[src/rtl/writeback_queue_if.sv]
// Bundle for the writeback queue: producer results, register-file write port,
// and the decode-side forwarding lookup.
interface writeback_queue_if #(
  parameter int DATA_W = 16,
  parameter int ADDR_W = 5,
  parameter int DEPTH  = 4
);
  localparam int CNT_W = $clog2(DEPTH + 1);

  logic              alu_valid;
  logic [ADDR_W-1:0] alu_reg;
  logic [DATA_W-1:0] alu_data;
  logic              mem_valid;
  logic [ADDR_W-1:0] mem_reg;
  logic [DATA_W-1:0] mem_data;
  logic              full;
  logic [CNT_W-1:0]  count;
  logic              overflow;
  logic              wb_write;
  logic [ADDR_W-1:0] wb_reg;
  logic [DATA_W-1:0] wb_data;
  logic [ADDR_W-1:0] rs_a;
  logic [ADDR_W-1:0] rs_b;
  logic              hit_a;
  logic [DATA_W-1:0] fwd_a;
  logic              hit_b;
  logic [DATA_W-1:0] fwd_b;

  modport master (
    output alu_valid, alu_reg, alu_data, mem_valid, mem_reg, mem_data, rs_a, rs_b,
    input  full, count, overflow, wb_write, wb_reg, wb_data, hit_a, fwd_a, hit_b, fwd_b
  );

  modport slave (
    input  alu_valid, alu_reg, alu_data, mem_valid, mem_reg, mem_data, rs_a, rs_b,
    output full, count, overflow, wb_write, wb_reg, wb_data, hit_a, fwd_a, hit_b, fwd_b
  );
endinterface

[src/rtl/writeback_queue.sv]
// In-order FIFO of ALU/load results feeding the register file write port, with
// youngest-wins forwarding of every pending write to the decode read indices.
module writeback_queue #(
  parameter int DATA_W = 16,
  parameter int ADDR_W = 5,
  parameter int DEPTH  = 4
) (
  input logic              clock,
  input logic              reset,
  writeback_queue_if.slave bus
);
  localparam int PTR_W = $clog2(DEPTH);
  localparam int CNT_W = $clog2(DEPTH + 1);
  localparam int SUM_W = PTR_W + 1;

  logic [ADDR_W-1:0] reg_q  [DEPTH];
  logic [DATA_W-1:0] data_q [DEPTH];
  logic [PTR_W-1:0]  head;
  logic [PTR_W-1:0]  tail;
  logic [PTR_W-1:0]  mem_slot;
  logic [PTR_W-1:0]  tail_next;
  logic [CNT_W-1:0]  count;
  logic [CNT_W-1:0]  slots;
  logic              overflow;
  logic              wb_write;
  logic [ADDR_W-1:0] wb_reg;
  logic [DATA_W-1:0] wb_data;
  logic              pop;
  logic              alu_want;
  logic              mem_want;
  logic              alu_acc;
  logic              mem_acc;
  logic              hit_a;
  logic              hit_b;
  logic [DATA_W-1:0] fwd_a;
  logic [DATA_W-1:0] fwd_b;
  logic [SUM_W-1:0]  pos;
  logic [PTR_W-1:0]  idx;

  function automatic logic [PTR_W-1:0] ptr_inc(input logic [PTR_W-1:0] p);
    return (p == PTR_W'(DEPTH - 1)) ? '0 : p + PTR_W'(1);
  endfunction

  // A draining head frees its slot for the same edge; the ALU entry claims first.
  always_comb begin
    pop       = (count != '0);
    alu_want  = bus.alu_valid && (bus.alu_reg != '0);
    mem_want  = bus.mem_valid && (bus.mem_reg != '0);
    slots     = CNT_W'(DEPTH) - count + CNT_W'(pop);
    alu_acc   = alu_want && (slots != '0);
    mem_acc   = mem_want && (slots > CNT_W'(alu_acc));
    mem_slot  = alu_acc ? ptr_inc(tail) : tail;
    tail_next = mem_acc ? ptr_inc(mem_slot) : mem_slot;
  end

  always_ff @(posedge clock or posedge reset) begin
    if (reset) begin
      head     <= '0;
      tail     <= '0;
      count    <= '0;
      overflow <= 1'b0;
      wb_write <= 1'b0;
      wb_reg   <= '0;
      wb_data  <= '0;
    end else begin
      if (pop) begin
        wb_write <= 1'b1;
        wb_reg   <= reg_q[head];
        wb_data  <= data_q[head];
        head     <= ptr_inc(head);
      end else begin
        wb_write <= 1'b0;
      end
      tail  <= tail_next;
      count <= count + CNT_W'(alu_acc) + CNT_W'(mem_acc) - CNT_W'(pop);
      if ((alu_want && !alu_acc) || (mem_want && !mem_acc)) overflow <= 1'b1;
    end
  end

  // Payload storage needs no reset; validity is tracked by head/count.
  always_ff @(posedge clock) begin
    if (alu_acc) begin
      reg_q[tail]  <= bus.alu_reg;
      data_q[tail] <= bus.alu_data;
    end
    if (mem_acc) begin
      reg_q[mem_slot]  <= bus.mem_reg;
      data_q[mem_slot] <= bus.mem_data;
    end
  end

  // Scan oldest to youngest so the last match (youngest) wins; wb_* is oldest.
  always_comb begin
    hit_a = 1'b0;
    fwd_a = '0;
    hit_b = 1'b0;
    fwd_b = '0;
    pos   = '0;
    idx   = '0;
    if (wb_write && (bus.rs_a != '0) && (wb_reg == bus.rs_a)) begin
      hit_a = 1'b1;
      fwd_a = wb_data;
    end
    if (wb_write && (bus.rs_b != '0) && (wb_reg == bus.rs_b)) begin
      hit_b = 1'b1;
      fwd_b = wb_data;
    end
    for (int i = 0; i < DEPTH; i++) begin
      pos = SUM_W'(head) + SUM_W'(i);
      if (pos >= SUM_W'(DEPTH)) pos = pos - SUM_W'(DEPTH);
      idx = pos[PTR_W-1:0];
      if (CNT_W'(i) < count) begin
        if ((bus.rs_a != '0) && (reg_q[idx] == bus.rs_a)) begin
          hit_a = 1'b1;
          fwd_a = data_q[idx];
        end
        if ((bus.rs_b != '0) && (reg_q[idx] == bus.rs_b)) begin
          hit_b = 1'b1;
          fwd_b = data_q[idx];
        end
      end
    end
  end

  assign bus.full     = (CNT_W'(DEPTH) - count) < CNT_W'(2);
  assign bus.count    = count;
  assign bus.overflow = overflow;
  assign bus.wb_write = wb_write;
  assign bus.wb_reg   = wb_reg;
  assign bus.wb_data  = wb_data;
  assign bus.hit_a    = hit_a;
  assign bus.fwd_a    = fwd_a;
  assign bus.hit_b    = hit_b;
  assign bus.fwd_b    = fwd_b;
endmodule

[src/flat_wrapper.sv]
// flat-port wrapper written by rule: the top's interface ports become plain ports
module writeback_queue_flat 
#(
  parameter int DATA_W = 16,
  parameter int ADDR_W = 5,
  parameter int DEPTH  = 4
)
  (clock, reset, bus_alu_valid, bus_alu_reg, bus_alu_data, bus_mem_valid, bus_mem_reg, bus_mem_data, bus_rs_a, bus_rs_b, bus_full, bus_count, bus_overflow, bus_wb_write, bus_wb_reg, bus_wb_data, bus_hit_a, bus_fwd_a, bus_hit_b, bus_fwd_b);
  writeback_queue_if #(.DATA_W(DATA_W), .ADDR_W(ADDR_W), .DEPTH(DEPTH)) bus_i ();
  input logic clock;
  input logic reset;
  input wire logic [$bits(bus_i.alu_valid)-1:0] bus_alu_valid;
  input wire logic [$bits(bus_i.alu_reg)-1:0] bus_alu_reg;
  input wire logic [$bits(bus_i.alu_data)-1:0] bus_alu_data;
  input wire logic [$bits(bus_i.mem_valid)-1:0] bus_mem_valid;
  input wire logic [$bits(bus_i.mem_reg)-1:0] bus_mem_reg;
  input wire logic [$bits(bus_i.mem_data)-1:0] bus_mem_data;
  input wire logic [$bits(bus_i.rs_a)-1:0] bus_rs_a;
  input wire logic [$bits(bus_i.rs_b)-1:0] bus_rs_b;
  output wire logic [$bits(bus_i.full)-1:0] bus_full;
  output wire logic [$bits(bus_i.count)-1:0] bus_count;
  output wire logic [$bits(bus_i.overflow)-1:0] bus_overflow;
  output wire logic [$bits(bus_i.wb_write)-1:0] bus_wb_write;
  output wire logic [$bits(bus_i.wb_reg)-1:0] bus_wb_reg;
  output wire logic [$bits(bus_i.wb_data)-1:0] bus_wb_data;
  output wire logic [$bits(bus_i.hit_a)-1:0] bus_hit_a;
  output wire logic [$bits(bus_i.fwd_a)-1:0] bus_fwd_a;
  output wire logic [$bits(bus_i.hit_b)-1:0] bus_hit_b;
  output wire logic [$bits(bus_i.fwd_b)-1:0] bus_fwd_b;
  assign bus_i.alu_valid = bus_alu_valid;
  assign bus_i.alu_reg = bus_alu_reg;
  assign bus_i.alu_data = bus_alu_data;
  assign bus_i.mem_valid = bus_mem_valid;
  assign bus_i.mem_reg = bus_mem_reg;
  assign bus_i.mem_data = bus_mem_data;
  assign bus_i.rs_a = bus_rs_a;
  assign bus_i.rs_b = bus_rs_b;
  assign bus_full = bus_i.full;
  assign bus_count = bus_i.count;
  assign bus_overflow = bus_i.overflow;
  assign bus_wb_write = bus_i.wb_write;
  assign bus_wb_reg = bus_i.wb_reg;
  assign bus_wb_data = bus_i.wb_data;
  assign bus_hit_a = bus_i.hit_a;
  assign bus_fwd_a = bus_i.fwd_a;
  assign bus_hit_b = bus_i.hit_b;
  assign bus_fwd_b = bus_i.fwd_b;
  writeback_queue #(.DATA_W(DATA_W), .ADDR_W(ADDR_W), .DEPTH(DEPTH)) u_core (.clock(clock), .reset(reset), .bus(bus_i));
endmodule
[config.mk]
export PLATFORM = sky130hd
export DESIGN_NAME = writeback_queue_flat
export DESIGN_NICKNAME = d
export VERILOG_FILES = /design/src/rtl/writeback_queue_if.sv /design/src/rtl/writeback_queue.sv /design/src/flat_wrapper.sv
export SDC_FILE = /design/constraint.sdc
export NUM_CORES = 1
export LEC_CHECK = 0
export ABC_AREA = 1
export CAP_MARGIN = 20
export CORE_UTILIZATION = 58
export DETAILED_ROUTE_END_ITERATION = 12
export GPL_TIMING_DRIVEN = 0
export PLACE_DENSITY = 0.83
export SYNTH_ARGS = -nofsm -noshare
export SYNTH_HDL_FRONTEND = slang
export SYNTH_SLANG_ARGS = --single-unit
[constraint.sdc]
create_clock -name clock -period 4.44 [get_ports clock]
set_clock_uncertainty 0.15 [all_clocks]
set_input_delay 0.888 -clock clock [delete_from_list [all_inputs] [get_ports clock]]
set_output_delay 0.888 -clock clock [all_outputs]
set_load 0.02 [all_outputs]
==> flow_metrics.env <==
export IMPL_status="completed"
export IMPL_layout_common_cells="nand2_1 (340), nor2_1 (309), o21ai_0 (159), inv_1 (116), nand3_1 (99)"
export IMPL_cap_violations=0
export IMPL_grt_max_degree=22
export IMPL_worstSkewPairLatency_ps=430
export IMPL_routedWlPerCell_um=17.7
export IMPL_top_register="u_core.data_q"
export IMPL_ys_flop_type="edfxtp_1"
export IMPL_num_vias=10800
export IMPL_h_tree_depth=4
export IMPL_area_growth_pct=20.5
export IMPL_cts_tree="yes"
export IMPL_start_kind="input pin"
export IMPL_n_antenna_cell=0
export IMPL_ys_seq_area_frac=0.331
export IMPL_die_area_um2=17600
export IMPL_yosysUniqueCellTypes=39
export IMPL_fin_util=0.718
export IMPL_crit_fanout=10
export IMPL_io_pins=117
export IMPL_die_x_um=133
export IMPL_grt_ovfl_total=0
export IMPL_synth_edf_count=84
export IMPL_final_common_cell="nand2_1"
export IMPL_period_needed_ps=4330
export IMPL_finalCritPeriodShare=0.976
export IMPL_largest_reg_flops=64
export IMPL_arrival_ps=3300
export IMPL_viasPerCell=5.78
export IMPL_start_util=0.596
export IMPL_cts_root_buf="clkbuf_16"
export IMPL_required_ps=3400
export IMPL_antenna_found_initial=0
export IMPL_grt_pass1_vias=9812
export IMPL_gp_congestion=0.955
export IMPL_clock_fmax_mhz=231
export IMPL_drc=0
export IMPL_clockBufferDepth=2
export IMPL_clk_pin_slew_ps=70
export IMPL_die_height_um=133
export IMPL_rsz0062_at_grt="false"
export IMPL_rows=47
export IMPL_grt_util_all_layers=0.383
export IMPL_cts_sinks=114
export IMPL_coreArea_um2=16600
export IMPL_synth_seq_cells=114
export IMPL_crit_path_end_kind="output pin"
export IMPL_syn_area_per_cell_um2=6.62
export IMPL_syn_nets=1569
export IMPL_worst_slew_pin_slew_ps=854
export IMPL_drv_slew=0
export IMPL_crit_type="in -> out"
export IMPL_drtIter0Drc=1374
export IMPL_hold_viol_final=0
export IMPL_numPortBuffers=115
export IMPL_setup_violations=0
export IMPL_dp_hpwl_mm=25.2
export IMPL_syn_inst=1493
export IMPL_drtPass1Iterations=6
export IMPL_top_regs="u_core.data_q x64, u_core.reg_q x20, u_core.bus.wb_data x16"
export IMPL_syn_area_um2=9880
export IMPL_drive_gt1_frac=0.125
export IMPL_fin_nets=1706
export IMPL_ctsHoldBuffers=0
export IMPL_rrSetupSlack_ps=320
export IMPL_synth_warnings=0
export IMPL_cts_buffers=17
export IMPL_hold_path_class="reg -> reg"
export IMPL_synthArstFlopShare=0.263
export IMPL_max_slew_margin=0.431
export IMPL_grt_pass1_wl_mm=52.5
export IMPL_ant_nets=0
export IMPL_wl_mm=33.0
stage by stage:
stage               instance area (µm²)  instances  worst slack, ps  TNS (ps)  hold slack [ps]
global route                      11900       1863             3.83         0              398
detailed placement                11300       1829             -570    -50230              354
global placement                  11300       1828             -475    -41710              331
finish                            11900       1863              105         0              383
floorplan                          9880       1493              499         0              424
CTS                               11900       1861             11.8         0              372
worst max-delay path, cell delays in order:
cell	delay, ps
clkdlybuf4s50_1	580
clkinvlp_4	250
nand2_1	110
nand3_1	80
nor2_1	150
nand2_2	150
clkbuf_2	230
nor2_1	110
nand2_1	60
nand3_1	100
nand2_1	70
a21oi_2	150
dlygate4sd2_1	350
Yosys cell counts (all sizes together), types with 6 or more instances:
cell    instances  area share
a21oi         119       0.068
buf            59       0.042
clkbuf         22      0.0084
dfrtp          30       0.076
edfxtp         84        0.26
ha             18       0.023
inv           124       0.047
nand2         366        0.14
nand3         119       0.072
nand4          33       0.021
nor2          326        0.13
o21ai         160       0.081
xnor2           6      0.0053
xor2            8      0.0071
path summary, 6_finish.rpt:
check	start	to	cells after the start
hold reg to reg	u_core.bus.overflow	u_core.bus.overflow	2
min in group asynchronous	reset	u_core.bus.wb_reg[2]	2
setup / recovery	bus_rs_b[1]	bus_fwd_b[12]	13
hold / removal	u_core.bus.overflow	u_core.bus.overflow	2
max in group asynchronous	reset	u_core.bus.wb_data[11]	3
setup reg to reg	u_core.bus.count[0]	u_core.reg_q[3][0]	13
cell families (layout without fill, tap and decap cells):
group,count (synthesis),count (layout),synth area share
AND/OR/NAND/NOR,854,854,0.379
XOR/XNOR,14,14,0.0124
AO/OA/AOI/OAI,283,283,0.152
buffers and inverters,208,358,0.0988
adder cells (fa/ha/maj),20,20,0.0268
flip-flops,114,114,0.331
layer usage:
layer / GRT usage / vias up / wire length (µm)
li1: - / 5154 / -
met1: 0.547 / 4850 / 14100
met2: 0.590 / 705 / 14500
met3: 0.0709 / 67 / 3620
met4: 0.113 / 0 / 754
met5: 0 / - / 0
final cells by class:
cell class / instances / area [µm²]
Multi-Input combinational cell: 1171 / 5680
Fill cell: 1384 / 4680
Sequential cell: 114 / 3270
Timing Repair Buffer: 118 / 1090
Buffer: 81 / 508
Inverter: 127 / 484
Clock buffer: 17 / 425
Tap cell: 220 / 275
Clock inverter: 15 / 171
timing repair:
| action | in CTS | in global routing |
|---|---|---|
| endpoints found under the hold margin | 0 | 0 |
| setup endpoints to repair | 118 | 119 |
| cloned | 0 | 0 |
| buffers inserted | 0 | 2 |
| resized for setup | 46 | 57 |
| pin swaps | 1 | 1 |
Power is not shown: default switching activity piles up to over one toggle a cycle in this logic, so the estimate is an artifact.
